===== src/rtl/bp_me_irq_forwarder_pkg.sv =====
// Shared types and constants for the CLINT external-interrupt forwarder.
package bp_me_irq_forwarder_pkg;

  localparam int unsigned paddr_width_gp        = 40;
  localparam int unsigned lce_id_width_gp       = 4;
  localparam int unsigned did_width_gp          = 3;
  localparam int unsigned bedrock_fill_width_gp = 64;

  // PLIC register pair inside the CLINT slice; entry 0 is M, entry 1 is S.
  localparam logic [paddr_width_gp-1:0] plic_reg_base_addr_gp = 40'h00_0030_b000;
  localparam int unsigned               plic_stride_lp        = 4;

  // Forwarder FSM state encoding.
  localparam logic [1:0] e_idle = 2'd0;
  localparam logic [1:0] e_send = 2'd1;
  localparam logic [1:0] e_wait = 2'd2;

  typedef enum logic [3:0] {
    e_bedrock_mem_rd    = 4'b0000,
    e_bedrock_mem_wr    = 4'b0001,
    e_bedrock_mem_uc_rd = 4'b0010,
    e_bedrock_mem_uc_wr = 4'b0011,
    e_bedrock_mem_pre   = 4'b0100,
    e_bedrock_mem_amo   = 4'b0101
  } bp_bedrock_mem_type_e;

  typedef enum logic [2:0] {
    e_bedrock_msg_size_1   = 3'b000,
    e_bedrock_msg_size_2   = 3'b001,
    e_bedrock_msg_size_4   = 3'b010,
    e_bedrock_msg_size_8   = 3'b011,
    e_bedrock_msg_size_16  = 3'b100,
    e_bedrock_msg_size_32  = 3'b101,
    e_bedrock_msg_size_64  = 3'b110,
    e_bedrock_msg_size_128 = 3'b111
  } bp_bedrock_msg_size_e;

  typedef struct packed {
    logic [did_width_gp-1:0]    did;
    logic [lce_id_width_gp-1:0] lce_id;
  } bp_bedrock_mem_payload_s;

  typedef struct packed {
    bp_bedrock_mem_payload_s    payload;
    bp_bedrock_msg_size_e       size;
    logic [paddr_width_gp-1:0]  addr;
    logic [3:0]                 subop;
    bp_bedrock_mem_type_e       msg_type;
  } bp_bedrock_mem_header_s;

  localparam int unsigned mem_fwd_header_width_lp = $bits(bp_bedrock_mem_header_s);
  localparam int unsigned mem_rev_header_width_lp = $bits(bp_bedrock_mem_header_s);

endpackage


===== src/rtl/bp_me_irq_forwarder_pending.sv =====
// Synchronizes raw IRQ lines, tracks sticky edge pending and reduces to M/S levels.
module bp_me_irq_pending
  import bp_me_irq_forwarder_pkg::*;
 #(parameter int unsigned            num_src_p   = 8
  ,parameter logic [num_src_p-1:0]   edge_mask_p = '0
  )
  (input  logic                 clk_i
  ,input  logic                 reset_n_i
  ,input  logic [num_src_p-1:0] irq_src_i
  ,input  logic [num_src_p-1:0] m_en_i
  ,input  logic [num_src_p-1:0] s_en_i
  ,input  logic [num_src_p-1:0] clear_i
  ,output logic [num_src_p-1:0] pending_o
  ,output logic                 m_lvl_c
  ,output logic                 s_lvl_c
  );

  logic [num_src_p-1:0] sync_meta_r, sync_r, sync_d_r, edge_pend_r;

  // Two-flop synchronizer, edge-detect delay and sticky edge pending (set beats clear).
  always_ff @(posedge clk_i or negedge reset_n_i) begin
    if (!reset_n_i) begin
      sync_meta_r <= '0;
      sync_r      <= '0;
      sync_d_r    <= '0;
      edge_pend_r <= '0;
    end else begin
      sync_meta_r <= irq_src_i;
      sync_r      <= sync_meta_r;
      sync_d_r    <= sync_r;
      edge_pend_r <= (sync_r & ~sync_d_r) | (edge_pend_r & ~clear_i);
    end
  end

  // Per-source select between level and sticky edge pending, then mode reduction.
  always_comb begin
    pending_o = (sync_r & ~edge_mask_p) | (edge_pend_r & edge_mask_p);
    m_lvl_c   = |(pending_o & m_en_i);
    s_lvl_c   = |(pending_o & s_en_i);
  end

endmodule


===== src/rtl/bp_me_irq_forwarder.sv =====
// Forwards aggregated M/S external-interrupt levels to the CLINT as uncached writes.
module bp_me_irq_forwarder
  import bp_me_irq_forwarder_pkg::*;
 #(parameter int unsigned                num_src_p        = 8
  ,parameter logic [num_src_p-1:0]       edge_mask_p      = '0
  ,parameter logic [paddr_width_gp-1:0]  plic_base_addr_p = plic_reg_base_addr_gp
  ,parameter logic [lce_id_width_gp-1:0] src_lce_id_p     = '0
  ,parameter logic [did_width_gp-1:0]    src_did_p        = '0
  )
  (input  logic                                clk_i
  ,input  logic                                reset_n_i
  ,input  logic [num_src_p-1:0]                irq_src_i
  ,input  logic [num_src_p-1:0]                m_en_i
  ,input  logic [num_src_p-1:0]                s_en_i
  ,input  logic [num_src_p-1:0]                clear_i
  ,output logic [num_src_p-1:0]                pending_o
  ,output logic [mem_fwd_header_width_lp-1:0]  mem_fwd_header_o
  ,output logic [bedrock_fill_width_gp-1:0]    mem_fwd_data_o
  ,output logic                                mem_fwd_v_o
  ,input  logic                                mem_fwd_ready_and_i
  ,input  logic [mem_rev_header_width_lp-1:0]  mem_rev_header_i
  ,input  logic [bedrock_fill_width_gp-1:0]    mem_rev_data_i
  ,input  logic                                mem_rev_v_i
  ,output logic                                mem_rev_ready_and_o
  ,output logic                                busy_o
  );

  localparam logic [paddr_width_gp-1:0] plic_s_addr_lp =
    plic_base_addr_p + paddr_width_gp'(plic_stride_lp);

  logic                   m_lvl_c, s_lvl_c;
  logic [1:0]             state_r, state_n;
  logic                   tgt_r, tgt_n, val_r, val_n;
  logic [1:0]             sent_r, sent_n;
  logic                   fwd_v_r, rev_ready_r, busy_r;
  bp_bedrock_mem_header_s fwd_hdr;
  logic                   unused_rev;

  // The response carries nothing we need beyond its valid.
  assign unused_rev = ^{mem_rev_header_i, mem_rev_data_i};

  bp_me_irq_pending
   #(.num_src_p(num_src_p), .edge_mask_p(edge_mask_p))
   pending
    (.clk_i     (clk_i)
    ,.reset_n_i (reset_n_i)
    ,.irq_src_i (irq_src_i)
    ,.m_en_i    (m_en_i)
    ,.s_en_i    (s_en_i)
    ,.clear_i   (clear_i)
    ,.pending_o (pending_o)
    ,.m_lvl_c   (m_lvl_c)
    ,.s_lvl_c   (s_lvl_c)
    );

  // Next-state: pick a mismatching level (M first), send it, then commit on response.
  always_comb begin
    state_n = state_r;
    tgt_n   = tgt_r;
    val_n   = val_r;
    sent_n  = sent_r;
    case (state_r)
      e_idle: begin
        if (m_lvl_c != sent_r[0]) begin
          tgt_n   = 1'b0;
          val_n   = m_lvl_c;
          state_n = e_send;
        end else if (s_lvl_c != sent_r[1]) begin
          tgt_n   = 1'b1;
          val_n   = s_lvl_c;
          state_n = e_send;
        end
      end
      e_send: begin
        if (mem_fwd_ready_and_i) state_n = e_wait;
      end
      e_wait: begin
        if (mem_rev_v_i) begin
          sent_n[tgt_r] = val_r;
          state_n       = e_idle;
        end
      end
      default: state_n = e_idle;
    endcase
  end

  // State, latched request and registered handshake/status outputs.
  always_ff @(posedge clk_i or negedge reset_n_i) begin
    if (!reset_n_i) begin
      state_r     <= e_idle;
      tgt_r       <= 1'b0;
      val_r       <= 1'b0;
      sent_r      <= 2'b00;
      fwd_v_r     <= 1'b0;
      rev_ready_r <= 1'b0;
      busy_r      <= 1'b0;
    end else begin
      state_r     <= state_n;
      tgt_r       <= tgt_n;
      val_r       <= val_n;
      sent_r      <= sent_n;
      fwd_v_r     <= (state_n == e_send);
      rev_ready_r <= (state_n == e_wait);
      busy_r      <= (state_n != e_idle);
    end
  end

  // Request header built from the latched target; stable for the whole SEND phase.
  always_comb begin
    fwd_hdr                = '0;
    fwd_hdr.msg_type       = e_bedrock_mem_uc_wr;
    fwd_hdr.addr           = tgt_r ? plic_s_addr_lp : plic_base_addr_p;
    fwd_hdr.size           = e_bedrock_msg_size_8;
    fwd_hdr.payload.lce_id = src_lce_id_p;
    fwd_hdr.payload.did    = src_did_p;
  end

  assign mem_fwd_header_o    = fwd_hdr;
  assign mem_fwd_data_o      = bedrock_fill_width_gp'(val_r);
  assign mem_fwd_v_o         = fwd_v_r;
  assign mem_rev_ready_and_o = rev_ready_r;
  assign busy_o              = busy_r;

endmodule


===== config.mk =====
export PLATFORM = sky130hd
export DESIGN_NAME = bp_me_irq_forwarder
export DESIGN_NICKNAME = d
export VERILOG_FILES = /design/src/rtl/bp_me_irq_forwarder_pkg.sv /design/src/rtl/bp_me_irq_forwarder_pending.sv /design/src/rtl/bp_me_irq_forwarder.sv
export SDC_FILE = /design/constraint.sdc
export NUM_CORES = 1
export LEC_CHECK = 0
export BUFFER_PORTS_ARGS = -buffer_cell sky130_fd_sc_hd__buf_4
export CAP_MARGIN = 20
export CORE_AREA = 2 2 114 116
export CTS_BUF_LIST = sky130_fd_sc_hd__clkbuf_16
export CTS_CLUSTER_DIAMETER = 120
export DETAILED_ROUTE_END_ITERATION = 10
export DIE_AREA = 0 0 116 118
export PLACE_DENSITY = 0.53
export SYNTH_ARGS = -nofsm -noshare
export SYNTH_HDL_FRONTEND = slang
export SYNTH_SLANG_ARGS = --single-unit
export TNS_END_PERCENT = 1

===== constraint.sdc =====
create_clock -name clk_i -period 3.32 [get_ports clk_i]
set_input_delay 0.664 -clock clk_i [delete_from_list [all_inputs] [get_ports clk_i]]
set_output_delay 0.664 -clock clk_i [all_outputs]
set_load 0.005 [all_outputs]

==> impl_metrics.csv <==
group,metric,value,unit
setup_path,slowest_stage,"dfrtp_1",
clock_tree,postCtsResizedCells,0,
setup_path,critical-path-top-delay-family,"flip-flops",
routing,first_iter_violations,10,
setup_path,crit_path_start_kind,"register",
routing,routed_via_density,2.52,
clock_tree,cts_buffers,3,
pwr,swShare,30.6,%
timing,period_needed,1.53,ns
synthesis,ys_warn_count,0,
die,dieArea,13700,um^2
global_routing,antenna_found_initial,0,
setup_path,crit_cells,1,
timing,tns,0,ns
setup_path,cp_cell_sequence,"buf_4",
routing,drt_wl_total,2640,um
cells_and_area,fin_cells,402,
cells_and_area,antennaDiodeCount,0,
min_path,hp-class,"in2async",
clock_tree,cts-root-buf,"clkbuf_16",
pwr,powerDensity,479,nW/um^2
synthesis,netlist_area,1860,um^2
cells_and_area,drive_above_1_share,24.8,%
timing,drv_slew,0,
clock_tree,h-tree-depth,1,
cells_and_area,mostFrequentLayoutCells,"conb_1, buf_4, dfrtp_1",
timing,rsz0062_at_grt,"no",
global_routing,gr-usage-all-layers,3.44,%
setup_path,crit_type,"reg2out",
synthesis,ys_seq_area_share,33.6,%
placement,dp_cells,398,
synthesis,ys_types,23,
setup_path,rr_endpoint,"busy_o",
pwr,p_comb_share,30.0,%
setup_path,critPathBufInv,1,
timing,max_clock_freq,653,MHz
pwr,p_int,0.658,mW
placement,dp_slack,1.54,ns
timing,finalCritPeriodShare,46.1,%
routing,drc,0,
synthesis,synth_edf_count,0,
die,num_rows,41,
routing,ant_nets,0,
pwr,power_leakage,1.02,nW
cells_and_area,syn_to_final_growth,6.24,%
setup_path,rr_startpoint,"pending.pending_o[4]",
routing,drt_first_pass_iters,4,
die,die_w,116,um
pwr,ir_worst_vdd,0.342,mV
setup_path,critPathMaxFanout,6,
status,status,"finished clean",
placement,place.port_buffers,40,
synthesis,async_flop_share,100,%
placement,dp.final_hpwl,2280,um
cells_and_area,final_common_cell,"conb_1",
setup_path,endpoint_kind,"output pin",
global_routing,gr-total-overflow,0,
clock_tree,tritoncts,"done",
die,start_util,15.0,%
synthesis,synthCells,191,
timing,setup_viol,0,
timing,hold_viol,0,
routing,vias,1013,
pwr,seqPwrFrac,42.9,%
global_routing,grt_max_degree,26,
flow_run,cap_viol_max_count,0,
pwr,p_switching,0.290,mW
timing,fin_ws,1.79,ns
setup_path,critPathArrivalTime,0.87,ns
clock_tree,clk_latency,0.26,ns
clock_tree,post_cts_buffers,0,
synthesis,synth-main-ff-cell,"dfrtp_1",
synthesis,syn_area_per_cell,9.76,um^2
placement,place.gp.congestion,0.729,
pwr,clkPwrFrac,27.0,%
routing,routedWlPerCell,6.57,um
clock_tree,cts_hold_buf,0,
setup_path,r2r_cells,4,
setup_path,critPathMaxStageDelay,0.44,ns
timing,fin_skew,0.00594,ns
clock_tree,clkTransAtPathRegs,0.06,ns
die,io_pins,291,
clock_tree,cts_buffer_depth,2,
clock_tree,cts.sinks,25,
global_routing,grt_pass1_wl,3800,um
global_routing,grt_pass1_vias,767,
die,die_y,118,um
synthesis,yosys_register_bits,25,
setup_path,r2r_setup_slack,1.88,ns
die,core_area,12400,um^2
cells_and_area,layout.nets,389,
setup_path,critPathRequiredTime,2.66,ns
layer usage:
| metal | track usage [%] | vias to the layer above | wire length (um) |
|---|---|---|---|
| met2 | 5.08 | 104 | 1240 |
| met5 | 0 | - | 0 |
| met1 | 4.39 | 459 | 964 |
| met3 | 1.03 | 5 | 386 |
| met4 | 2.01 | 0 | 53 |
| li1 | - | 445 | - |
registers in the layout (all words and copies together), names as in the netlist:
signal	flops
mem_fwd_v_o	1
pending.pending_o	8
busy_o	1
tgt_r	1
mem_rev_ready_and_o	1
val_r	1
sent_r	2
state_r	2
pending.sync_meta_r	8
power by group through the flow:
stage | clock network [mW] | registers (mW) | logic [mW]
2_1_floorplan | 0 | 0.405 | 0.291
3_3_place_gp | 0 | 0.411 | 0.276
3_5_place_dp | 0 | 0.411 | 0.284
4_1_cts | 0.266 | 0.407 | 0.285
5_1_grt | 0.284 | 0.415 | 0.325
6_report | 0.257 | 0.407 | 0.285
kinds of logic (layout without fill, tap and decap cells):
kind of cell / count (synthesis) / in the layout / share of synthesized area, %
other cells: 2 / 120 / 0.403
flops: 25 / 25 / 33.6
compound gates: 18 / 18 / 8.73
mux: 2 / 2 / 1.48
simple gates: 17 / 17 / 5.64
buf+inv: 127 / 48 / 50.2
cells in the mapped netlist (2+ instances only):
library cell	instances	area share [%]
a22oi_2	8	5.4
buf_4	122	49
conb_1	2	0.40
dfrtp_1	25	34
inv_1	4	0.81
mux2i_2	2	1.5
nand2_1	2	0.40
nand3_1	2	0.54
nand4_2	2	1.3
nor2_1	4	0.81
nor3_1	2	0.54
o21ai_0	4	1.1
o21ai_1	2	0.54
stage by stage:
stage	cell area [um^2]	power (mW)	util, %	hold slack (ns)
4_1_cts	1980	0.958	16.0	0.306
2_1_floorplan	2310	0.695	-	0.331
3_5_place_dp	1900	0.695	15.3	0.339
5_1_grt	1980	1.02	16.0	0.310
3_3_place_gp	1900	0.686	15.3	0.334
6_report	1980	0.948	16.0	0.294
final cells by class:
cell class | count | area [um^2]
Sequential cell | 25 | 626
Tap cell | 172 | 215
Timing Repair Buffer | 40 | 300
Inverter | 4 | 15.0
Clock buffer | 3 | 75.1
Multi-Input combinational cell | 157 | 746
Fill cell | 1415 | 10400
Clock inverter | 1 | 3.75
worst max-delay path by stage:
| stage | endpoint | startpoint | slack (ns) |
|---|---|---|---|
| finish | mem_fwd_data_o[0] | val_r | 1.79 |
| global placement | busy_o | s_en_i[4] | 1.55 |
| global route | busy_o | s_en_i[6] | 1.73 |
| detailed placement | busy_o | s_en_i[4] | 1.54 |
| CTS | mem_fwd_data_o[0] | val_r | 1.79 |
| floorplan | busy_o | s_en_i[6] | 1.85 |
No activity file was read; power rests on OpenSTA's default activity.
